$ cat config.mk
export PLATFORM = sky130hd
export DESIGN_NAME = uart_cmd_bridge
export DESIGN_NICKNAME = d
export VERILOG_FILES = /design/src/rtl/uart_cmd_bridge.sv
export SDC_FILE = /design/constraint.sdc
export NUM_CORES = 1
export LEC_CHECK = 0
export BUFFER_PORTS_ARGS = -buffer_cell sky130_fd_sc_hd__buf_4
export CORE_ASPECT_RATIO = 0.75
export CORE_MARGIN = 10
export CORE_UTILIZATION = 38
export CTS_CLUSTER_SIZE = 28
export DETAILED_ROUTE_END_ITERATION = 10
export GPL_ROUTABILITY_DRIVEN = 0
export HOLD_SLACK_MARGIN = 0.1
export SYNTH_ARGS = -nofsm -noshare
export SYNTH_HDL_FRONTEND = slang
export SYNTH_SLANG_ARGS = --single-unit
$ cat constraint.sdc
create_clock -name clk -period 2.5 [get_ports clk]
set_input_delay 0.375 -clock clk [delete_from_list [all_inputs] [get_ports clk]]
set_output_delay 0.375 -clock clk [all_outputs]
set_load 0.01 [all_outputs]
$ cat src/rtl/uart_cmd_bridge.sv
// ============================================================================
// uart_cmd_bridge : framed UART command decoder driving an 8-bit register bus.
// Optional macro UART_BRIDGE_WRACK_EN : acknowledge each completed write with 8'h06.
// Revision: 1.0
// ============================================================================
`default_nettype none

module uart_cmd_bridge #(
    parameter logic [15:0] TIMEOUT_CYCLES = 16'd48000,
    parameter logic [7:0]  CMD_WR         = 8'h57,
    parameter logic [7:0]  CMD_RD         = 8'h52,
    parameter logic [7:0]  NAK_BYTE       = 8'h15
) (
    input  logic       clk,
    input  logic       Reset,
    input  logic [7:0] RxBuf,
    input  logic       RxRdy,
    input  logic       RxErr,
    output logic       Read_RxBuf,
    output logic [7:0] TxBuf,
    output logic       Write_TxBuf,
    input  logic       TxEmpty,
    output logic [7:0] bus_addr,
    output logic [7:0] bus_wdata,
    output logic       bus_we,
    output logic       bus_re,
    input  logic [7:0] bus_rdata,
    output logic       busy,
    output logic [7:0] err_cnt
);

`ifdef UART_BRIDGE_WRACK_EN
    localparam logic [7:0] ACK_BYTE = 8'h06;
`endif

    typedef enum logic [2:0] {
        S_IDLE     = 3'd0,
        S_GET_ADDR = 3'd1,
        S_GET_DATA = 3'd2,
        S_BUS_WR   = 3'd3,
        S_BUS_RD   = 3'd4,
        S_RD_WAIT  = 3'd5,
        S_TX_SEND  = 3'd6
    } state_t;

    state_t      state;
    logic        rx_hold;
    logic        cmd_is_wr;
    logic [15:0] tmo_cnt;
    logic        rx_state;
    logic        take;
    logic        tmo_hit;

    function automatic logic [7:0] sat_inc(input logic [7:0] v);
        return (v == 8'hFF) ? v : v + 8'd1;
    endfunction

    // rx_hold masks the cycle where the UART still shows RxRdy after our pop.
    assign rx_state = (state == S_IDLE) || (state == S_GET_ADDR) || (state == S_GET_DATA);
    assign take     = rx_state && RxRdy && !rx_hold;
    assign tmo_hit  = (tmo_cnt == TIMEOUT_CYCLES - 16'd1);
    assign busy     = (state != S_IDLE);

    always_ff @(posedge clk) begin
        if (Reset) begin
            state       <= S_IDLE;
            rx_hold     <= 1'b0;
            cmd_is_wr   <= 1'b0;
            tmo_cnt     <= 16'd0;
            Read_RxBuf  <= 1'b0;
            Write_TxBuf <= 1'b0;
            bus_we      <= 1'b0;
            bus_re      <= 1'b0;
            TxBuf       <= 8'd0;
            bus_addr    <= 8'd0;
            bus_wdata   <= 8'd0;
            err_cnt     <= 8'd0;
        end else begin
            Read_RxBuf  <= take;
            rx_hold     <= take;
            Write_TxBuf <= 1'b0;
            bus_we      <= 1'b0;
            bus_re      <= 1'b0;
            tmo_cnt     <= 16'd0;

            if (take && RxErr) begin
                // A corrupted byte aborts whatever frame is in progress.
                err_cnt <= sat_inc(err_cnt);
                TxBuf   <= NAK_BYTE;
                state   <= S_TX_SEND;
            end else begin
                case (state)
                    S_IDLE: begin
                        if (take) begin
                            if (RxBuf == CMD_WR || RxBuf == CMD_RD) begin
                                cmd_is_wr <= (RxBuf == CMD_WR);
                                state     <= S_GET_ADDR;
                            end else begin
                                TxBuf <= NAK_BYTE;
                                state <= S_TX_SEND;
                            end
                        end
                    end
                    S_GET_ADDR: begin
                        if (take) begin
                            bus_addr <= RxBuf;
                            state    <= cmd_is_wr ? S_GET_DATA : S_BUS_RD;
                        end else if (tmo_hit) begin
                            err_cnt <= sat_inc(err_cnt);
                            state   <= S_IDLE;
                        end else begin
                            tmo_cnt <= tmo_cnt + 16'd1;
                        end
                    end
                    S_GET_DATA: begin
                        if (take) begin
                            bus_wdata <= RxBuf;
                            state     <= S_BUS_WR;
                        end else if (tmo_hit) begin
                            err_cnt <= sat_inc(err_cnt);
                            state   <= S_IDLE;
                        end else begin
                            tmo_cnt <= tmo_cnt + 16'd1;
                        end
                    end
                    S_BUS_WR: begin
                        bus_we <= 1'b1;
`ifdef UART_BRIDGE_WRACK_EN
                        TxBuf  <= ACK_BYTE;
                        state  <= S_TX_SEND;
`else
                        state  <= S_IDLE;
`endif
                    end
                    S_BUS_RD: begin
                        bus_re <= 1'b1;
                        state  <= S_RD_WAIT;
                    end
                    S_RD_WAIT: begin
                        TxBuf <= bus_rdata;
                        state <= S_TX_SEND;
                    end
                    S_TX_SEND: begin
                        if (TxEmpty) begin
                            Write_TxBuf <= 1'b1;
                            state       <= S_IDLE;
                        end
                    end
                    default: state <= S_IDLE;
                endcase
            end
        end
    end

endmodule

`default_nettype wire

# --- After elaboration in Yosys (flattened, before gate mapping) ---
# Cells that the tools add are included.
# W data, S select, Z words.
word_totals:
  mem_bits_ro: 0
  output_inout_bits: 37
  regBits: 56
  memories: 0
  ramBits: 0
  in_bits: 21
  latch_bits: 0
classes:
  n_div: 0
  n_mux: 21
  n_addsub: 2
  multipliers: 0
  bitwise: 3
  n_eq_ne: 17
  n_reduce_logical: 25
  magnitude_cmp: 0
  shift: 0
op_table:
  columns: ["cell", "count"]
  rows:
  - ["$mux W8", 7]
  - ["$mux W3", 8]
  - ["$pmux W3 S6", 1]
  - ["$add A16 B1 Y16 const B", 1]
  - ["$eq A16 B16 Y1 const B", 1]
  - ["$eq A8 B7 Y1 const B", 2]
  - ["$pmux W8 S2", 1]
  - ["$reduce_and A3 Y1", 5]
  - ["$eq A3 B3 Y1 const B", 3]
  - ["$add A8 B1 Y8 const B", 1]
  - ["$eq A8 B8 Y1 const B", 1]
  - ["$eq A3 B2 Y1 const B", 2]
  - ["$ne A2 B2 Y1 const B", 3]
  - ["$ne A3 B3 Y1 const B", 2]
  - ["$reduce_bool A2 Y1", 3]
  - ["$reduce_bool A3 Y1", 2]
  - ["$mux W5", 1]
  - ["$reduce_or A5 Y1", 1]
  - ["$reduce_and A2 Y1", 2]
  - ["$reduce_and A4 Y1", 1]
  - ["$reduce_or A2 Y1", 2]
  - ["$eq A3 B1 Y1 const B", 1]
  - ["$logic_and A1 B1 Y1", 3]
  - ["$logic_not A3 Y1", 1]
  - ["other kinds (7)", 13]

# --- Depth between registers and ports, before layout ---
depth:
  depth_word: 8
  depth_mapped: 7

# --- Worst setup path before layout ---
# OpenSTA, ideal clock, no wires.
synth_timing:
  path_type: "register -> register"
  from: "reg tmo_cnt[0]"
  to: "reg err_cnt[6]"
  setup_ns: 0.123
  required_ns: 2.377
  synth_period_minus_slack_ns: 1.895
  arrival_ns: 1.771
  slack_ns: 0.605
  path_stages_with_launch: 6
  path_cell_list: "dfxtp_1 > ha_1 > nand4b_1 > or4_1 > a21oi_1 > mux2_1"
synth_via:
  elab_chain_len: 3
synth_rtl:
  columns: ["item", "line_no", "rtl"]
  rows:
  - ["start, declared", "49", "logic [15:0] tmo_cnt;"]
  - ["start signal, assigned", "112", "tmo_cnt <= tmo_cnt + 16'd1;"]
  - ["start signal, assigned", "123", "tmo_cnt <= tmo_cnt + 16'd1;"]
  - ["$eq A16 B16 Y1", "61", "assign tmo_hit = (tmo_cnt == TIMEOUT_CYCLES - 16'd1);"]
  - ["$reduce_bool A2 Y1 (no source line)", null, null]
  - ["$reduce_and A3 Y1 (no source line)", null, null]
  - ["end signal, assigned", "88", "err_cnt <= sat_inc(err_cnt);"]
  - ["end signal, assigned", "109", "err_cnt <= sat_inc(err_cnt);"]
  - ["end signal, assigned", "120", "err_cnt <= sat_inc(err_cnt);"]
  - ["end, declared", "29", "output logic [7:0] err_cnt"]
# Every way passes these cells.
# A chain may end at the register's enable or synchronous reset.

# --- Worst setup path after layout ---
layout_timing:
  from: "reg tmo_cnt[0]"
  to: "reg err_cnt[7]"
# The elaborated chain is that of the path after synthesis.

==> flow_summary.ini <==
[floorplan]
row_count = 25
coreArea_um2 = 6260
num_io_pins = 58
die_y_um = 89.1
die_w_um = 112
initial_core_util_pct = 38.7
dieArea_um2 = 10000

[global_route]
antenna_found_initial = 0
grt_max_degree = 39
grt_usage_pct = 12.0
grt_pass1_wl_um = 10100
grt.overflow.total = 0
grt_pass1_vias = 2088

[route]
drc_errors = 0
vias_per_cell = 5.15
wl_um = 6150
ant_nets = 0
wl_per_cell_um = 14.4
drt_iter0_markers = 107
drt_pre_antenna_iters = 4
vias = 2203

[setup_path]
timing_worst_setup_path_type = reg2reg
critPathLaunchType = register
worst_path_max_delay_cell = or4_1
cp.required_ns = 2.74
critPathMaxFanout = 12
crit_arrival_ns = 2.48
path_cells = ha_1 > nand4b_1 > nor4_2 > o211ai_1 > or4_1 > a21oi_1
cp-end-kind = register
critPathMaxStageDelay_ns = 0.58

[final_layout]
layout_common_cells = buf_4 (64), dfxtp_1 (56), nor2_1 (32), nand3_1 (30), a21oi_1 (29)
areaGrowthSynthToFinish_pct = 24.9
nFillCells = 637
final_nets = 370
drive_gt1_share_pct = 21.6
final_common_cell = buf_4
fin_area_um2 = 3020
antenna-diode-count = 0

[yosys]
ys_types = 39
synthFlopType = dfxtp_1
synth_warnings = 0
avgSynthCellArea_um2 = 8.32
synthCells = 291
ys_ff_latch = 56
synth_area_um2 = 2420
synthArstFlopShare_pct = 0
seq_area_frac_synth_pct = 46.3
synth_nets = 314
synth_edf_count = 0

[place]
hpwl_um = 4610
portBuffers = 57
place_area_um2 = 2940
place_ws_ns = 0.302

[hold_path]
hp-class = in2reg

[timing]
hold_violations = 0
tightest_slew_ns = 0.841
fmax_mhz = 446
min_period_over_period_pct = 89.7
setup_violations = 0
post-route-min-period_ns = 2.24
rsz0062_at_grt = no
setup_tns_ns = 0
finalClockSkew_ns = 0.00588
slew_headroom_pct = 43.7
finalMaxSlewViolations = 0
worst_slack_ns = 0.257
finalHoldWorstSlack_ns = 0.282

[clock_network]
cts_hold_buf = 0
cts_buffers = 5
cts_setup_buffers = 0
clkLatencyLatePin_ns = 0.30
cts-resized-gates = 0
clk_pin_slew_worst_paths_ns = 0.10
root_buffer = clkbuf_8
cts_sinks = 56
h-tree-depth = 2
cts_tree = built
cts_buffer_depth = 2

[job]
cap_viol_max_count = 0

[outcome]
outcome = finished, final reports clean

[power]
ir_drop_uv = 309
p_per_area_nw_per_um2 = 601
leakagePower_nw = 1.14
==> sequential cells by signal, indices dropped and copies added (netlist names), 3 cells and up <==
register   count
bus_addr       8
bus_wdata      8
err_cnt        8
state          3
TxBuf          8
tmo_cnt       16
==> final cells by class <==
type / instances / area [um2] / area share [%]
flip-flops and latches: 56 / 1120 / 37.1
well taps: 81 / 101 / 3.35
clock inverters: 2 / 12.5 / 0.414
multi-input cells: 214 / 1220 / 40.3
inverters: 6 / 22.5 / 0.745
clock buffers: 5 / 68.8 / 2.28
repair buffers: 64 / 480 / 15.9
==> per-stage QoR <==
stage	utilization, %	power [mW]	std cells
3_5_place_dp	47.0	1.37	421
6_report	48.3	1.82	428
3_3_place_gp	47.0	1.37	421
5_1_grt	48.3	1.92	428
2_1_floorplan	-	1.21	291
4_1_cts	48.3	1.84	428
==> cells by family after synthesis <==
kind of cell,count (synthesis),share of synthesized area [%]
AO/OA/AOI/OAI,57,14.6
XOR/XNOR,16,5.79
multiplexers,2,0.879
flip-flops,56,46.3
buffers and inverters,21,3.62
adder cells (fa/ha/maj),2,1.03
AND/OR/NAND/NOR,137,27.8
==> per-layer routing <==
layer | vias to the layer above | global-route usage, % | part of all wire, % | routed length [um]
li1 | 1140 | - | - | -
met1 | 1007 | 15.7 | 48 | 2950
met2 | 52 | 18.8 | 44 | 2710
met3 | 4 | 3.96 | 7.3 | 448
met4 | 0 | 2.99 | 0.59 | 36
met5 | - | 0 | 0 | 0
==> worst paths after layout <==
| path | startpoint | to | slack [ns] | cells past startpoint |
|---|---|---|---|---|
| worst max-delay path | tmo_cnt[0] | err_cnt[7] | 0.26 | 6 |
| worst min-delay path | bus_rdata[7] | TxBuf[7] | 0.28 | 2 |
| worst max register to register | tmo_cnt[0] | err_cnt[7] | 0.26 | 6 |
| worst min register to register | bus_wdata[3] | bus_wdata[3] | 0.46 | 2 |
==> cell usage after synthesis, types with 2 or more instances <==
master / n / area share, %
inv_1: 6 / 0.93
or4_1: 3 / 0.93
nor3_1: 14 / 2.9
dfxtp_1: 56 / 46
xnor2_1: 5 / 1.8
o21ai_0: 7 / 1.4
nand4b_1: 2 / 0.72
ha_1: 2 / 1.0
a31oi_1: 2 / 0.52
and3_1: 4 / 1.0
nand3_1: 30 / 6.2
nor2b_1: 4 / 1.0
nand2_1: 28 / 4.3
nor2_1: 32 / 5.0
xor2_1: 11 / 4.0
o211ai_1: 4 / 1.2
a21oi_1: 29 / 6.0
nand2b_1: 6 / 1.6
clkbuf_1: 13 / 2.0
or3_1: 3 / 0.78
a22o_1: 5 / 1.8
nand4_1: 6 / 1.6
o31ai_1: 3 / 0.93
==> worst max-delay path: cells and delay by family (launching register included) <==
| kind | cells | cell delay (ns) |
|---|---|---|
| AOI/OAI and AO/OA | 2 | 0.50 |
| adders and majority gates | 1 | 0.25 |
| DFF | 1 | 0.39 |
| and+or+nand+nor | 3 | 1.03 |
==> report_power, final <==
group | switching [mW] | internal [mW] | leakage, nW
Clock | 0.280 | 0.190 | 0.0400
Combinational | 0.222 | 0.165 | 0.647
Sequential | 0.0308 | 0.930 | 0.453
Note: power is estimated with default switching activity, not from simulation.
